[src/rtl/gmii_tx_arb_pkg.sv]
// Shared definitions for the two-requester GMII transmit arbiter.
// Holds the arbiter state encoding, the default timing/length parameters,
// the counter widths and the byte/enable/error beat carried through the mux.
package gmii_tx_arb_pkg;

    localparam int unsigned IFG_LEN_DEF  = 12;
    localparam int unsigned START_TO_DEF = 16;
    localparam int unsigned MAX_LEN_DEF  = 1536;

    localparam int unsigned DATA_W = 8;
    localparam int unsigned CNT_W  = 8;
    localparam int unsigned BYTE_W = 12;

    typedef enum logic [1:0] {
        ST_IDLE  = 2'd0,
        ST_GRANT = 2'd1,
        ST_XMIT  = 2'd2,
        ST_IFG   = 2'd3
    } arb_state_t;

    typedef struct packed {
        logic [DATA_W-1:0] txd;
        logic              en;
        logic              er;
    } gmii_beat_t;

endpackage

[src/rtl/gmii_tx_mux.sv]
// Registered 2:1 GMII byte/enable/error mux.
// Ports:
//   clk, rst_n         clock, asynchronous active-low reset
//   pass               forward the selected requester this cycle
//   sel_b              0 selects requester A, 1 selects requester B
//   force_er           OR-ed into the forwarded TX_ER
//   txd_*/en_*/er_*    requester byte, enable and error
//   sel_en_c           combinational enable of the selected requester
//   txd, tx_en, tx_er  registered GMII outputs
module gmii_tx_mux
    import gmii_tx_arb_pkg::*;
(
    input  logic              clk,
    input  logic              rst_n,
    input  logic              pass,
    input  logic              sel_b,
    input  logic              force_er,
    input  logic [DATA_W-1:0] txd_a,
    input  logic [DATA_W-1:0] txd_b,
    input  logic              en_a,
    input  logic              en_b,
    input  logic              er_a,
    input  logic              er_b,
    output logic              sel_en_c,
    output logic [DATA_W-1:0] txd,
    output logic              tx_en,
    output logic              tx_er
);

    gmii_beat_t beat_c;
    gmii_beat_t beat_q;

    assign sel_en_c = sel_b ? en_b : en_a;

    // Only an enabled byte of the selected requester is forwarded; all else is zero.
    always_comb begin
        beat_c = '0;
        if (pass && sel_en_c) begin
            beat_c.en  = 1'b1;
            beat_c.txd = sel_b ? txd_b : txd_a;
            beat_c.er  = (sel_b ? er_b : er_a) | force_er;
        end
    end

    always_ff @(posedge clk or negedge rst_n) begin
        if (!rst_n) begin
            beat_q <= '0;
        end else begin
            beat_q <= beat_c;
        end
    end

    assign txd   = beat_q.txd;
    assign tx_en = beat_q.en;
    assign tx_er = beat_q.er;

endmodule

[src/rtl/gmii_tx_arb.sv]
// Round-robin arbiter sharing one GMII transmit port between requesters A and B.
// Ports:
//   GMII_TX_CLK, GMII_RSTn          clock, asynchronous active-low reset
//   REQ_A/B, GNT_A/B                frame request, registered one-hot grant
//   TXD_*, TX_EN_*, TX_ER_*         requester GMII streams
//   GMII_TXD/TX_EN/TX_ER            muxed stream, one cycle behind the granted input
//   ERR_LONG, ERR_TO                one-cycle pulses: over-length frame, start timeout
module gmii_tx_arb
    import gmii_tx_arb_pkg::*;
#(
    parameter int unsigned IFG_LEN  = IFG_LEN_DEF,
    parameter int unsigned START_TO = START_TO_DEF,
    parameter int unsigned MAX_LEN  = MAX_LEN_DEF
) (
    input  logic       GMII_TX_CLK,
    input  logic       GMII_RSTn,
    input  logic       REQ_A,
    input  logic       REQ_B,
    output logic       GNT_A,
    output logic       GNT_B,
    input  logic [7:0] TXD_A,
    input  logic [7:0] TXD_B,
    input  logic       TX_EN_A,
    input  logic       TX_EN_B,
    input  logic       TX_ER_A,
    input  logic       TX_ER_B,
    output logic [7:0] GMII_TXD,
    output logic       GMII_TX_EN,
    output logic       GMII_TX_ER,
    output logic       ERR_LONG,
    output logic       ERR_TO
);

    localparam int unsigned CMP_W = BYTE_W + 1;
    localparam logic [CNT_W-1:0] IFG_LAST = CNT_W'(IFG_LEN - 1);
    localparam logic [CNT_W-1:0] TO_LAST  = CNT_W'(START_TO - 1);
    localparam logic [CMP_W-1:0] LEN_LIM  = CMP_W'(MAX_LEN);

    arb_state_t        state_q, state_d;
    logic              gnt_a_q, gnt_a_d;
    logic              gnt_b_q, gnt_b_d;
    logic              last_b_q, last_b_d;
    logic [CNT_W-1:0]  cnt_q, cnt_d;
    logic [BYTE_W-1:0] byte_cnt_q, byte_cnt_d;
    logic              long_q, long_d;
    logic              err_long_q, err_long_d;
    logic              err_to_q, err_to_d;

    logic              pass_c;
    logic              sel_en_c;
    logic              en_c;
    logic              pick_b_c;
    logic [BYTE_W-1:0] byte_num_c;
    logic              force_er_c;

    assign pass_c   = (state_q == ST_GRANT) || (state_q == ST_XMIT);
    assign en_c     = pass_c && sel_en_c;
    // B wins when alone, or on a tie when A was served last.
    assign pick_b_c = REQ_B && (!REQ_A || !last_b_q);

    // Ordinal of the byte being accepted this cycle; saturates at the counter limit.
    assign byte_num_c = (state_q == ST_GRANT) ? BYTE_W'(1) :
                        (&byte_cnt_q)         ? byte_cnt_q :
                                                byte_cnt_q + BYTE_W'(1);

    // Once a frame goes over length, every later byte of it keeps TX_ER forced.
    assign force_er_c = en_c && (long_q || ({1'b0, byte_num_c} > LEN_LIM));

    // Next-state and next-output logic.
    always_comb begin
        state_d    = state_q;
        gnt_a_d    = gnt_a_q;
        gnt_b_d    = gnt_b_q;
        last_b_d   = last_b_q;
        cnt_d      = cnt_q;
        byte_cnt_d = byte_cnt_q;
        long_d     = long_q;
        err_long_d = 1'b0;
        err_to_d   = 1'b0;

        case (state_q)
            ST_IDLE: begin
                cnt_d      = '0;
                byte_cnt_d = '0;
                long_d     = 1'b0;
                if (REQ_A || REQ_B) begin
                    gnt_a_d = !pick_b_c;
                    gnt_b_d = pick_b_c;
                    state_d = ST_GRANT;
                end
            end
            ST_GRANT: begin
                if (en_c) begin
                    byte_cnt_d = byte_num_c;
                    long_d     = force_er_c;
                    err_long_d = force_er_c;
                    cnt_d      = '0;
                    state_d    = ST_XMIT;
                end else if (cnt_q == TO_LAST) begin
                    gnt_a_d  = 1'b0;
                    gnt_b_d  = 1'b0;
                    last_b_d = gnt_b_q;
                    err_to_d = 1'b1;
                    cnt_d    = '0;
                    state_d  = ST_IFG;
                end else begin
                    cnt_d = cnt_q + CNT_W'(1);
                end
            end
            ST_XMIT: begin
                if (en_c) begin
                    byte_cnt_d = byte_num_c;
                    long_d     = long_q | force_er_c;
                    err_long_d = force_er_c && !long_q;
                end else begin
                    gnt_a_d  = 1'b0;
                    gnt_b_d  = 1'b0;
                    last_b_d = gnt_b_q;
                    cnt_d    = '0;
                    state_d  = ST_IFG;
                end
            end
            ST_IFG: begin
                if (cnt_q == IFG_LAST) begin
                    cnt_d   = '0;
                    state_d = ST_IDLE;
                end else begin
                    cnt_d = cnt_q + CNT_W'(1);
                end
            end
            default: begin
                state_d = ST_IDLE;
            end
        endcase
    end

    // State and registered outputs; last served resets to A.
    always_ff @(posedge GMII_TX_CLK or negedge GMII_RSTn) begin
        if (!GMII_RSTn) begin
            state_q    <= ST_IDLE;
            gnt_a_q    <= 1'b0;
            gnt_b_q    <= 1'b0;
            last_b_q   <= 1'b0;
            cnt_q      <= '0;
            byte_cnt_q <= '0;
            long_q     <= 1'b0;
            err_long_q <= 1'b0;
            err_to_q   <= 1'b0;
        end else begin
            state_q    <= state_d;
            gnt_a_q    <= gnt_a_d;
            gnt_b_q    <= gnt_b_d;
            last_b_q   <= last_b_d;
            cnt_q      <= cnt_d;
            byte_cnt_q <= byte_cnt_d;
            long_q     <= long_d;
            err_long_q <= err_long_d;
            err_to_q   <= err_to_d;
        end
    end

    gmii_tx_mux u_mux (
        .clk      (GMII_TX_CLK),
        .rst_n    (GMII_RSTn),
        .pass     (pass_c),
        .sel_b    (gnt_b_q),
        .force_er (force_er_c),
        .txd_a    (TXD_A),
        .txd_b    (TXD_B),
        .en_a     (TX_EN_A),
        .en_b     (TX_EN_B),
        .er_a     (TX_ER_A),
        .er_b     (TX_ER_B),
        .sel_en_c (sel_en_c),
        .txd      (GMII_TXD),
        .tx_en    (GMII_TX_EN),
        .tx_er    (GMII_TX_ER)
    );

    assign GNT_A    = gnt_a_q;
    assign GNT_B    = gnt_b_q;
    assign ERR_LONG = err_long_q;
    assign ERR_TO   = err_to_q;

endmodule

[config.mk]
export PLATFORM = sky130hd
export DESIGN_NAME = gmii_tx_arb
export DESIGN_NICKNAME = d
export VERILOG_FILES = /design/src/rtl/gmii_tx_arb_pkg.sv /design/src/rtl/gmii_tx_mux.sv /design/src/rtl/gmii_tx_arb.sv
export SDC_FILE = /design/constraint.sdc
export NUM_CORES = 1
export LEC_CHECK = 0
export ABC_AREA = 1
export CAP_MARGIN = 25
export CORE_AREA = 2 2 76 78
export CTS_BUF_LIST = sky130_fd_sc_hd__clkbuf_8
export DETAILED_ROUTE_END_ITERATION = 16
export DIE_AREA = 0 0 78 80
export GPL_TIMING_DRIVEN = 0
export PLACE_DENSITY = 0.64
export SYNTH_ARGS = -nofsm -noshare
export SYNTH_HDL_FRONTEND = slang
export SYNTH_HIERARCHICAL = 1
export SYNTH_SLANG_ARGS = --single-unit
[constraint.sdc]
create_clock -name GMII_TX_CLK -period 4.8 [get_ports GMII_TX_CLK]
set_clock_uncertainty 0.15 [all_clocks]
set_input_delay 1.2 -clock GMII_TX_CLK [delete_from_list [all_inputs] [get_ports GMII_TX_CLK]]
set_output_delay 1.2 -clock GMII_TX_CLK [all_outputs]
set_load 0.01 [all_outputs]
==> impl_metrics.env <==
export IMPL_synth_nets=329
export IMPL_crit_required_ns=4.81
export IMPL_worstSkewPairLatency_ns=0.29
export IMPL_ys_seq_area_frac=0.4183
export IMPL_tns_ns=0
export IMPL_grt_pass1_wl_um=8211
export IMPL_diodes=0
export IMPL_holdWs_ns=0.3515
export IMPL_root_buffer="clkbuf_8"
export IMPL_die_h_um=80
export IMPL_p_int_w=0.0008053
export IMPL_cts_resized=0
export IMPL_min_path_type="reg -> reg"
export IMPL_grt_max_degree=39
export IMPL_p_per_area_mw_per_mm2=479.1
export IMPL_dp_slack_ns=1.343
export IMPL_drt_iter0_drc=144
export IMPL_syn_instance_count=299
export IMPL_crit_arrival_ns=3.15
export IMPL_cts_htree_levels=2
export IMPL_antenna_found_initial=0
export IMPL_rows=27
export IMPL_vias=1984
export IMPL_grt_busiest_layer="met2"
export IMPL_num_io_pins=38
export IMPL_fmax_mhz=318.4
export IMPL_dp_hpwl_um=3575
export IMPL_fp_coreArea_sq_mm=0.005405
export IMPL_synth_area_sq_mm=0.002273
export IMPL_power_w=0.001358
export IMPL_cts_hold_buf=0
export IMPL_power_share_clock=0.193
export IMPL_clkSinkCount=38
export IMPL_synth_top_cell_by_area="dfrtp_1"
export IMPL_peakVddDrop_mv=0.3252
export IMPL_post_cts_buffers=0
export IMPL_status="complete, no violations"
export IMPL_hold_violations=0
export IMPL_grt_util_met1=0.2191
export IMPL_first_pass_iters=6
export IMPL_initial_utilization=0.4206
export IMPL_cts_clk_slew_worst_paths_ns=0.08
export IMPL_wire_per_inst_um=11.55
export IMPL_routed_wl_um=4803
export IMPL_p_sw_frac=0.4071
export IMPL_setup_ws_ns=1.660
export IMPL_p_comb_frac=0.484
export IMPL_endpoint_kind="register"
export IMPL_rsz0062_at_grt="no"
export IMPL_via_per_inst=4.769
export IMPL_drv_slew=0
export IMPL_worst_pin_slew_ns=0.8431
export IMPL_dieArea_sq_mm=0.006240
export IMPL_cp_max_fo=7
export IMPL_synth_area_per_cell_sq_um=7.603
export IMPL_grtUsageMet2=0.2750
export IMPL_leakage_nw=1.335
export IMPL_synth_top_cell_area_share=0.4183
export IMPL_first_global_vias=1775
export IMPL_die_x_um=78
export IMPL_p_seq_frac=0.323
export IMPL_drv_cap=0
export IMPL_criticalPathCategory="in -> reg"
export IMPL_fin_crit_ns=3.140
export IMPL_drc=0
export IMPL_setup_viol=0
export IMPL_cts_max_path_buffers=2
export IMPL_drtAntennaViolNets=0
export IMPL_period_share=0.6542
export IMPL_netSwitchingPower_w=0.0005530
export IMPL_synth_seq_cells=38
export IMPL_slew_headroom=0.4379
export IMPL_area_growth_pct=24.71
export IMPL_cts_made_buffers=5
export IMPL_gp_congestion=0.8031
export IMPL_use_met3=0.03394
export IMPL_startpoint_type="input port"
export IMPL_overflow=0
export IMPL_synth_warning_count=6
export IMPL_layout_drive_gt1_share=0.1047
export IMPL_yosys_top_cells_area="dfrtp_1 (42%), nand2_1 (12%), inv_1 (7.6%), nand3_1 (4.0%), nor2_1 (4.0%)"
export IMPL_fin_nets=373
export IMPL_io_buffers=37
export IMPL_synthDistinctLibCells=35
export IMPL_grt_total_usage=0.1661
export IMPL_cts_tree="yes"
area by class of cell:
| cell class | instances | area, sq um |
|---|---|---|
| fill | 527 | 2570 |
| sequential | 38 | 950.9 |
| multi-input combinational | 205 | 1092 |
| clock buffer | 5 | 68.82 |
| clock inverter | 3 | 37.54 |
| inverter | 50 | 192.7 |
| timing repair buffer | 37 | 365.4 |
| buffer | 6 | 37.54 |
| tap | 72 | 90.09 |
sequential cells by signal (all words and copies together), names as in the netlist:
register and count:
byte_cnt_q 12, cnt_q 8, u_mux/txd 8, state_q 2, ERR_LONG 1, ERR_TO 1, GNT_A 1, GNT_B 1
last_b_q 1, long_q 1, u_mux/tx_en 1, u_mux/tx_er 1
worst max-delay path: stages:
cell and delay [ns]:
clkdlybuf4s50_1 0.46, inv_1 0.06, nand2_4 0.07, and2_1 0.17, nand2_1 0.16, inv_1 0.15, nor2_1 0.10, a21oi_1 0.44
nand2_1 0.19, nand2_1 0.09, o21ai_0 0.07
power groups by stage:
stage	sequential, W	combinational, W	clock [W]
final	0.000439	0.000657	0.000262
after global routing	0.000447	0.000745	0.000293
after floorplan	0.000458	0.000427	0
after detailed placement	0.000444	0.000665	0
after CTS	0.000438	0.000668	0.000275
after global placement	0.000443	0.000661	0
final timing paths:
kind / start / end / slack (ns) / cells past startpoint
min: long_q$_DFFE_PN0P_ / ERR_LONG$_DFF_PN0_ / 0.35 / 1
max: TX_EN_A / state_q[0]$_DFFE_PN0P_ / 1.66 / 11
max in group asynchronous: GMII_RSTn / ERR_TO$_DFF_PN0_ / 3.10 / 1
min in group asynchronous: GMII_RSTn / GNT_B$_DFFE_PN0P_ / 0.86 / 1
max reg2reg: state_q[0]$_DFFE_PN0P_ / state_q[0]$_DFFE_PN0P_ / 2.37 / 9
min reg2reg: long_q$_DFFE_PN0P_ / ERR_LONG$_DFF_PN0_ / 0.35 / 1
logic make-up after synthesis:
group / Yosys count / share of synthesized area
adder cells (fa/ha/maj): 6 / 0.03302
AND/OR/NAND/NOR: 148 / 0.3159
XOR/XNOR: 2 / 0.007706
AO/OA/AOI/OAI: 49 / 0.1238
flip-flops: 38 / 0.4183
buffers and inverters: 56 / 0.1013
Yosys cell counts:
cell type	number
o31ai_1	1
nor2_1	24
buf_4	2
and2_1	2
a21oi_1	13
nor2_4	2
o2111ai_1	1
clkinv_1	1
and2_4	4
and2_0	3
inv_2	2
dfrtp_1	38
o32ai_1	1
nand2_4	2
nand4_1	3
nor2_2	7
o221ai_1	1
ha_1	6
buf_6	1
o211ai_1	1
nand2_1	70
xor2_1	2
nand3_1	18
o22ai_1	11
nor3_1	5
nand2_2	5
clkinv_4	1
o21ai_0	17
nand3_2	1
nand3_4	2
inv_1	46
o21bai_1	1
a31oi_1	1
clkbuf_1	3
a211oi_1	1
cell usage in the layout, fill, tap and decap left out, types with 4 or more instances in the layout:
master,instances
inv_1,48
dfrtp_1,38
and2_4,4
o22ai_1,11
a21oi_1,13
nor2_2,7
nor3_1,5
nand2_2,5
clkdlybuf4s50_1,36
clkbuf_8,5
ha_1,6
o21ai_0,17
nand2_1,70
nor2_1,24
nand3_1,18
metal layers:
layer | wire length, um | part of all wire
met1 | 2229 | 0.46
met4 | 64 | 0.013
met2 | 2395 | 0.50
met3 | 113 | 0.024
met5 | 0 | 0
through the flow:
step                      cell area [sq um]  utilization  cells
after floorplan                        2273            -    299
after global placement                 2734       0.5058    408
after detailed placement               2729       0.5049    408
after CTS                              2835       0.5245    416
after global routing                   2835       0.5245    416
final                                  2835       0.5245    416
No activity file was read; power rests on OpenSTA's default activity.
